**config.mk**
```make
export PLATFORM = sky130hd
export DESIGN_NAME = ysyx_040066_clint_mh
export DESIGN_NICKNAME = d
export VERILOG_FILES = /design/src/rtl/ysyx_040066_clint_mh.sv
export SDC_FILE = /design/constraint.sdc
export NUM_CORES = 1
export LEC_CHECK = 0
export BUFFER_PORTS_ARGS = -buffer_cell sky130_fd_sc_hd__buf_4
export CAP_MARGIN = 20
export CELL_PAD_IN_SITES_DETAIL_PLACEMENT = 1
export CELL_PAD_IN_SITES_GLOBAL_PLACEMENT = 2
export CORE_ASPECT_RATIO = 1.5
export CORE_UTILIZATION = 38
export DETAILED_ROUTE_END_ITERATION = 8
export GPL_TIMING_DRIVEN = 1
export PLACE_DENSITY_LB_ADDON = 0.1
export SYNTH_ARGS = -nofsm -noshare
export SYNTH_HDL_FRONTEND = slang
export SYNTH_SLANG_ARGS = --single-unit
```
**constraint.sdc**
```tcl
create_clock -name clk -period 9.1 [get_ports clk]
set_input_delay 0.455 -clock clk [delete_from_list [all_inputs] [get_ports clk]]
set_output_delay 0.455 -clock clk [all_outputs]
set_load 0.05 [all_outputs]
```
**src/rtl/ysyx_040066_clint_mh.sv**
```systemverilog
// Core-local interruptor for HARTS harts: one free-running mtime with a tick prescaler,
// per-hart mtimecmp/msip, intercepting M-stage accesses that fall inside its 64 KiB window.
module ysyx_040066_clint_mh #(
  parameter int          HARTS    = 2,
  parameter logic [63:0] BASE     = 64'h0000_0000_0200_0000,
  parameter int          TICK_DIV = 1,
  parameter int          CNT_W    = 16
) (
  input  logic             clk,
  input  logic             rst,
  input  logic [63:0]      addr,
  input  logic [63:0]      wdata,
  input  logic [7:0]       wmask,
  input  logic             MemRd,
  input  logic             MemWr,
  output logic             MemRd_real,
  output logic             MemWr_real,
  output logic             hit,
  output logic             rd_valid,
  output logic [63:0]      rdata,
  output logic             error,
  output logic [HARTS-1:0] timer_intr,
  output logic [HARTS-1:0] soft_intr
);

  localparam logic [CNT_W-1:0] TICK_LAST  = CNT_W'(TICK_DIV - 1);
  localparam logic [12:0]      MTIME_DW   = 13'h17FF;  // 0xBFF8 >> 3
  localparam logic [12:0]      MTCMP_DW0  = 13'h0800;  // 0x4000 >> 3

  logic [CNT_W-1:0] cnt_q, cnt_d;
  logic [63:0]      mtime_q, mtime_d;
  logic [63:0]      mtimecmp_q [HARTS];
  logic [63:0]      mtimecmp_d [HARTS];
  logic [HARTS-1:0] msip_q, msip_d;
  logic             rd_valid_q, rd_valid_d;
  logic             error_q, error_d;
  logic [63:0]      rdata_q, rdata_d;
  logic [HARTS-1:0] timer_q, timer_d;
  logic [HARTS-1:0] soft_q, soft_d;

  logic [HARTS-1:0] msip_sel, cmp_sel;
  logic             mtime_sel, mapped, msip_bad, acc, wr_ok, rd_ok, tick;
  logic [63:0]      mtime_inc, rd_val;

  function automatic logic [63:0] merge(input logic [63:0] old_v, input logic [63:0] new_v,
                                        input logic [7:0] mask);
    logic [63:0] r;
    r = old_v;
    for (int b = 0; b < 8; b++) begin
      if (mask[b]) r[b*8 +: 8] = new_v[b*8 +: 8];
    end
    return r;
  endfunction

  always_comb begin
    hit       = (addr[63:16] == BASE[63:16]);
    acc       = hit && (MemRd || MemWr);
    mtime_sel = (addr[15:3] == MTIME_DW);
    msip_sel  = '0;
    cmp_sel   = '0;
    for (int h = 0; h < HARTS; h++) begin
      msip_sel[h] = (addr[15:2] == 14'(h));
      cmp_sel[h]  = (addr[15:3] == MTCMP_DW0 + 13'(h));
    end
    mapped = (|msip_sel) || (|cmp_sel) || mtime_sel;
    // an msip word may only be touched through the lanes of its own half
    msip_bad = (addr[1:0] != 2'b00) || (addr[2] ? (|wmask[3:0]) : (|wmask[7:4]));
    error_d  = acc && (!mapped || (MemRd && MemWr)
                       || ((mtime_sel || (|cmp_sel)) && (addr[2:0] != 3'b000))
                       || ((|msip_sel) && msip_bad));
    wr_ok = acc && MemWr && !error_d;
    rd_ok = acc && MemRd && !error_d;

    rd_val = '0;
    if (mtime_sel) rd_val = mtime_q;
    for (int h = 0; h < HARTS; h++) begin
      if (cmp_sel[h]) rd_val = mtimecmp_q[h];
      if (msip_sel[h]) rd_val = addr[2] ? {31'b0, msip_q[h], 32'b0} : {63'b0, msip_q[h]};
    end

    tick      = (cnt_q == TICK_LAST);
    cnt_d     = tick ? '0 : cnt_q + 1'b1;
    mtime_inc = mtime_q + 64'(tick);
    mtime_d   = mtime_inc;
    if (wr_ok && mtime_sel) begin
      mtime_d = merge(mtime_inc, wdata, wmask);
      cnt_d   = '0;
    end

    msip_d = msip_q;
    for (int h = 0; h < HARTS; h++) begin
      mtimecmp_d[h] = mtimecmp_q[h];
      if (wr_ok && cmp_sel[h]) mtimecmp_d[h] = merge(mtimecmp_q[h], wdata, wmask);
      if (wr_ok && msip_sel[h] && (addr[2] ? wmask[4] : wmask[0]))
        msip_d[h] = addr[2] ? wdata[32] : wdata[0];
    end

    // interrupt lines follow the state as it will be after this edge
    for (int h = 0; h < HARTS; h++) begin
      timer_d[h] = (mtime_d >= mtimecmp_d[h]);
    end
    soft_d     = msip_d;
    rd_valid_d = acc;
    rdata_d    = rd_ok ? rd_val : 64'h0;
  end

  always_ff @(posedge clk or posedge rst) begin
    if (rst) begin
      cnt_q      <= '0;
      mtime_q    <= '0;
      msip_q     <= '0;
      rd_valid_q <= 1'b0;
      error_q    <= 1'b0;
      rdata_q    <= '0;
      timer_q    <= '0;
      soft_q     <= '0;
      for (int h = 0; h < HARTS; h++) mtimecmp_q[h] <= '1;
    end else begin
      cnt_q      <= cnt_d;
      mtime_q    <= mtime_d;
      msip_q     <= msip_d;
      rd_valid_q <= rd_valid_d;
      error_q    <= error_d;
      rdata_q    <= rdata_d;
      timer_q    <= timer_d;
      soft_q     <= soft_d;
      for (int h = 0; h < HARTS; h++) mtimecmp_q[h] <= mtimecmp_d[h];
    end
  end

  assign MemRd_real = MemRd && !hit;
  assign MemWr_real = MemWr && !hit;
  assign rd_valid   = rd_valid_q;
  assign rdata      = rdata_q;
  assign error      = error_q;
  assign timer_intr = timer_q;
  assign soft_intr  = soft_q;

endmodule

```
* After elaboration in Yosys (flattened, before gate mapping)
Cells that the tools add are included.
** Storage, ports and cells
- Flip-flop bits (word level) :: 278
- Output and inout bits :: 73
- Word-level logic and storage cells :: 96
** Operators by class
- Add/sub/neg operators :: 2
- Magnitude comparators :: 2
- Eq/ne operators :: 5
- Muxes and demuxes :: 40
- Reduce and logical (&&, ||, !) cells :: 37
** Operators with widths (number)
- $mux W64 :: 9
- $mux W8 :: 24
- $ge A64 B64 Y1 :: 2
- $mux W33 :: 2
- $add A64 B1 Y64 :: 1
- $eq A48 B10 Y1 const B :: 1
- $mux W16 :: 2
- $eq A13 B12 Y1 const B :: 2
- $logic_and A1 B1 Y1 :: 18
- $add A16 B1 Y16 const B :: 1
- $logic_not A16 Y1 :: 1
- $eq A14 B1 Y1 const B :: 1
- $logic_not A14 Y1 :: 1
- $eq A13 B13 Y1 const B :: 1
- $logic_or A1 B1 Y1 :: 8
- $reduce_or A4 Y1 :: 2
- $reduce_or A2 Y1 :: 2
- $logic_not A1 Y1 :: 3
- $mux W1 :: 3
- $reduce_bool A3 Y1 :: 1
- $reduce_bool A2 Y1 :: 1

* Longest topological paths before layout
- Depth after elaboration :: 14
- Gate-level depth with buffers :: 21

* Worst setup path after synthesis
No wires, ideal clock.
- Path kind :: input to register
- Start point :: in addr[23]
- End point :: reg timer_q[0] (netlist: timer_intr[0])
- Library setup time :: 124 ps
- Arrival time :: 4435 ps
- Data required time :: 8976 ps
- Slack :: 4541 ps
- Stages :: 12
- Buffers on the path :: 0
- Cells stage by stage :: nor4b_1 > nand4_1 > nor3_1 > nand4b_1 > nand2b_1 > a21oi_1 > ha_1 > a2111oi_0 > o21ai_0 > a221oi_1 > nand2_1 > o31a_1
** Between the ends
- Cells in the longest elaborated chain, start to end :: 8
- Elaborated cells on any way between the ends :: 11
- Those cells by class :: order compare: 1; eq/ne: 1; mux: 2; reduce/logical: 7
** RTL lines
- start: declaration :: line 11 : input logic [63:0] addr,
- $eq A48 B10 Y1 * :: line 56 : hit = (addr[63:16] == BASE[63:16]);
- named net hit :: line 18 : output logic hit,
- $logic_and A1 B1 Y1 * :: line 57 : acc = hit && (MemRd || MemWr);
- $logic_and A1 B1 Y1 :: line 68 : error_d = acc && (!mapped || (MemRd && MemWr)
- $logic_not A1 Y1 :: line 71 : wr_ok = acc && MemWr && !error_d;
- $logic_and A1 B1 Y1 * :: line 71
- $logic_and A1 B1 Y1 * :: line 85 : if (wr_ok && mtime_sel) begin
- $mux W64 * :: line 85
- named net mtime_d[51] :: line 31 : logic [63:0] mtime_q, mtime_d;
- $ge A64 B64 Y1 * :: line 100 : timer_d[h] = (mtime_d >= mtimecmp_d[h]);
- named net timer_d[0] :: line 38 : logic [HARTS-1:0] timer_q, timer_d;
- end signal: assignment :: line 125 : timer_q <= timer_d;
- end: declaration :: line 38
Mark *: on every way through the listed nets, which the timed path passes. The rest lies on a longest branch.
A chain may end at the register's enable or synchronous reset.

* Final worst setup path
- Start point :: reg cnt_q[0]
- End point :: reg timer_q[1] (netlist: timer_intr[1])
** Between the ends
- Cells in the longest elaborated chain, start to end :: 5
- Elaborated cells on any way between the ends :: 12
- Those cells by class :: add/sub: 1; order compare: 1; mux: 9; reduce/logical: 1
** RTL lines
- start: declaration :: line 30 : logic [CNT_W-1:0] cnt_q, cnt_d;
- start signal: assignment :: line 119 : cnt_q <= cnt_d;
- $logic_not A16 Y1 * :: line 81 : tick = (cnt_q == TICK_LAST);
- $add A64 B1 Y64 * :: line 83 : mtime_inc = mtime_q + 64'(tick);
- $mux W8 :: line 50 : if (mask[b]) r[b*8 +: 8] = new_v[b*8 +: 8];
- $mux W64 * :: line 85
- named net mtime_d[46] :: line 31
- $ge A64 B64 Y1 * :: line 100
- named net timer_d[1] :: line 38
Marks and branches as above.

==> run summary <==
Grt peak-use layer: met2
Max Slew Vio Count: 0
I/O Pins: 213
Detailed Place HPWL: 42,400 µm
Share of cells above drive strength 1: 29.1%
Input/output buffers: 212
CTS tree: done
Largest net degree at the start of global routing: 127
PostCTS Resize Cnt: 0
Synthesized instance count: 1,656
Multi-input gate area: 9880 µm²
Initial antenna violation count: 0
Synth warn: 0
Average wire per standard cell: 23.1 µm
Power per cell area: 131 nW/µm²
Met1 Resource Use GR: 29.9%
Register area: 7120 µm²
Register area share after synthesis: 40.9%
Worst Max-Slew Pin Slew: 1090 ps
CP required: 9590 ps
CP startpoint kind: flip-flop
Vias in the first global route: 15,100
Max-cap violation count: 0
Hold_buf cts: 0
Synth async-reset ratio: 100%
Hold crit path type: input pin to async pin
Number of buffers created by CTS: 31
Peak supply drop: 0.129 mV
Final min period: 5850 ps
Drt pass-1 iters: 4
Critical Path End Type: flip-flop
Main flop type after synthesis: dfrtp_1
Critical Path Start: cnt_q[0]$_DFF_PP0_
Syn nets: 1,928
Die W: 177 µm
Hold Vio Cnt, Final: 0
Maximum clock frequency: 0.171 GHz
Netlist cell types: 61
Root Driver: clkbuf_16
RSZ-0062 raised after global routing: no
FP Rows: 95
Final GP Congestion: 0.888
Clk buf depth: 3
Top cells by area in the synthesized netlist: dfrtp_1, dfstp_2, mux2i_1, ha_1, mux2_2
Worst-path clk slew: 60 ps
First-pass GRT wire length: 89,300 µm
Synth Cell Area: 17,400 µm²
Global-route congestion overflow total: 0
Layout Nets: 2,126
WL final: 56,800 µm
Post-synth top area cell: dfrtp_1
Syn-to-layout area delta: 18.4%
Detailed-route vias per instance: 5.60
EDFF count, synth: 0
Core area: 44,900 µm²
Initial DRC count: 445
Reg-to-reg startpoint: cnt_q[0]$_DFF_PP0_
Max-slew headroom: 27.3%
Setup TNS: 0 ps
Number of fill cells: 4,991
H-Tree Level Count: 1
Static Leak: 8.88 nW
Final Setup Violations: 0
Fin crit share: 64.3%
Most common cell after layout, fill and taps aside: nor2_1
Critical path fanouts, max: 10
Post-CTS Setup Repair Bufs: 0
Post-route antenna net violation count: 0
# DRC: 0
Most frequent cells in the layout: nor2_1, buf_4, mux2i_1
GRT Total Usage: 24.8%
Sinks on the clock net: 278
Worst-Skew Late Latency: 580 ps
Met3 Use GR: 2.26%
Via count: 13,800
Met2 Track Usage GR: 46.7%
Fin cells: 2,460
Ant. Diodes: 0
Clock Skews: 13.1 ps
Dpl cells: 2,402
Status: complete, no violations
Die Height: 264 µm
Die footprint: 46,600 µm²
Initial core utilization: 38.7%
Setup CP Type: flip-flop to flip-flop
Synth top area share: 21.6%
R2R setup slack: 3250 ps
#FFs+latches synth: 278
Crit path arrival time: 6340 ps
Avg Synthesized Cell Area: 10.5 µm²
## sequential cells by signal (all words and copies together) (netlist names)
name and count:
error 1, cnt_q 16, timer_intr 2, rdata 64
soft_intr 2, mtimecmp_q 128, rd_valid 1, mtime_q 64
## power breakdown
part	switching, mW	internal (mW)
clock	0.543	0.793
sequential	0	1.24
combinational	0.0773	0.0523
## metrics by stage
stage	area [µm²]	util, %	worst slack (ps)	hold WS, ps	total power, mW
after floorplan	17400	-	1190	480	1.30
after global placement	19500	43.4	2930	518	1.39
after detailed placement	19500	43.4	2900	537	1.39
after CTS	20600	45.8	3250	101	2.75
after global routing	20600	45.8	2960	120	2.80
final	20600	45.8	3250	63.1	2.70
## logic make-up after synthesis
family / share of synthesized area [%]
compound gates: 7.84
xor+xnor: 3.68
fa+ha+maj: 9.50
buf+inv: 2.37
flops: 40.9
mux: 19.5
simple gates: 16.2
## cell usage after synthesis (3+ instances only)
cell / n
dfrtp_1: 150
mux2i_1: 186
nor2b_1: 12
nor3b_4: 7
nor3_1: 31
xor2_1: 39
o211ai_1: 4
nand3_1: 49
clkbuf_1: 37
and3_1: 10
nand2_1: 47
a21boi_0: 4
a21oi_1: 159
o21ai_0: 21
xnor2_1: 34
a21o_1: 6
nand2b_1: 5
o31ai_1: 3
and2_1: 5
ha_1: 132
nand4_1: 59
and4_1: 13
a211oi_1: 9
nand3b_1: 5
nand4_4: 8
inv_1: 21
buf_1: 7
or3_1: 5
o21a_1: 7
mux2_2: 112
nor4_1: 28
mux2_1: 24
buf_4: 9
a221oi_1: 5
dfstp_2: 128
nor2_1: 232
buf_6: 8
## critical path: stages, from the launching register on
cell	delay, ps
dfrtp_1	430
inv_1	80
ha_1	140
nor4b_1	280
nand4_1	220
inv_1	100
ha_1	180
ha_1	200
nand3_1	270
nor3_1	350
and3_1	590
nand4_1	190
xor2_1	190
a21oi_1	120
ha_1	380
nand4_1	240
nor4_1	660
nand2_1	270
nor3_1	530
nor4_1	120
a32oi_1	220
## area by class of cell
type | count | share of cell area, %
Tap cell | 582 | 3.54
Inverter | 21 | 0.419
Multi-Input combinational cell | 1294 | 48.0
Sequential cell | 278 | 34.6
Clock inverter | 15 | 0.881
Timing Repair Buffer | 228 | 8.31
Clock buffer | 42 | 4.31
## path summary, 6_finish.rpt
check	to	cells past startpoint
hold / removal	rdata[36]$_DFF_PP0_	2
hold reg to reg	cnt_q[0]$_DFF_PP0_	1
setup / recovery	timer_intr[1]$_DFF_PP0_	20
min in group clk	mtimecmp_q[43]$_DFF_PP1_	2
setup reg to reg	timer_intr[1]$_DFF_PP0_	20
max in group asynchronous	rdata[2]$_DFF_PP0_	4
## routing by layer
layer  routed length [µm]  vias to the layer above
li1                     -                     6474
met1                23500                     6993
met2                30500                      244
met3                 1610                       60
met4                 1120                        0
met5                    0                        -
No activity file was read; power rests on OpenSTA's default activity.
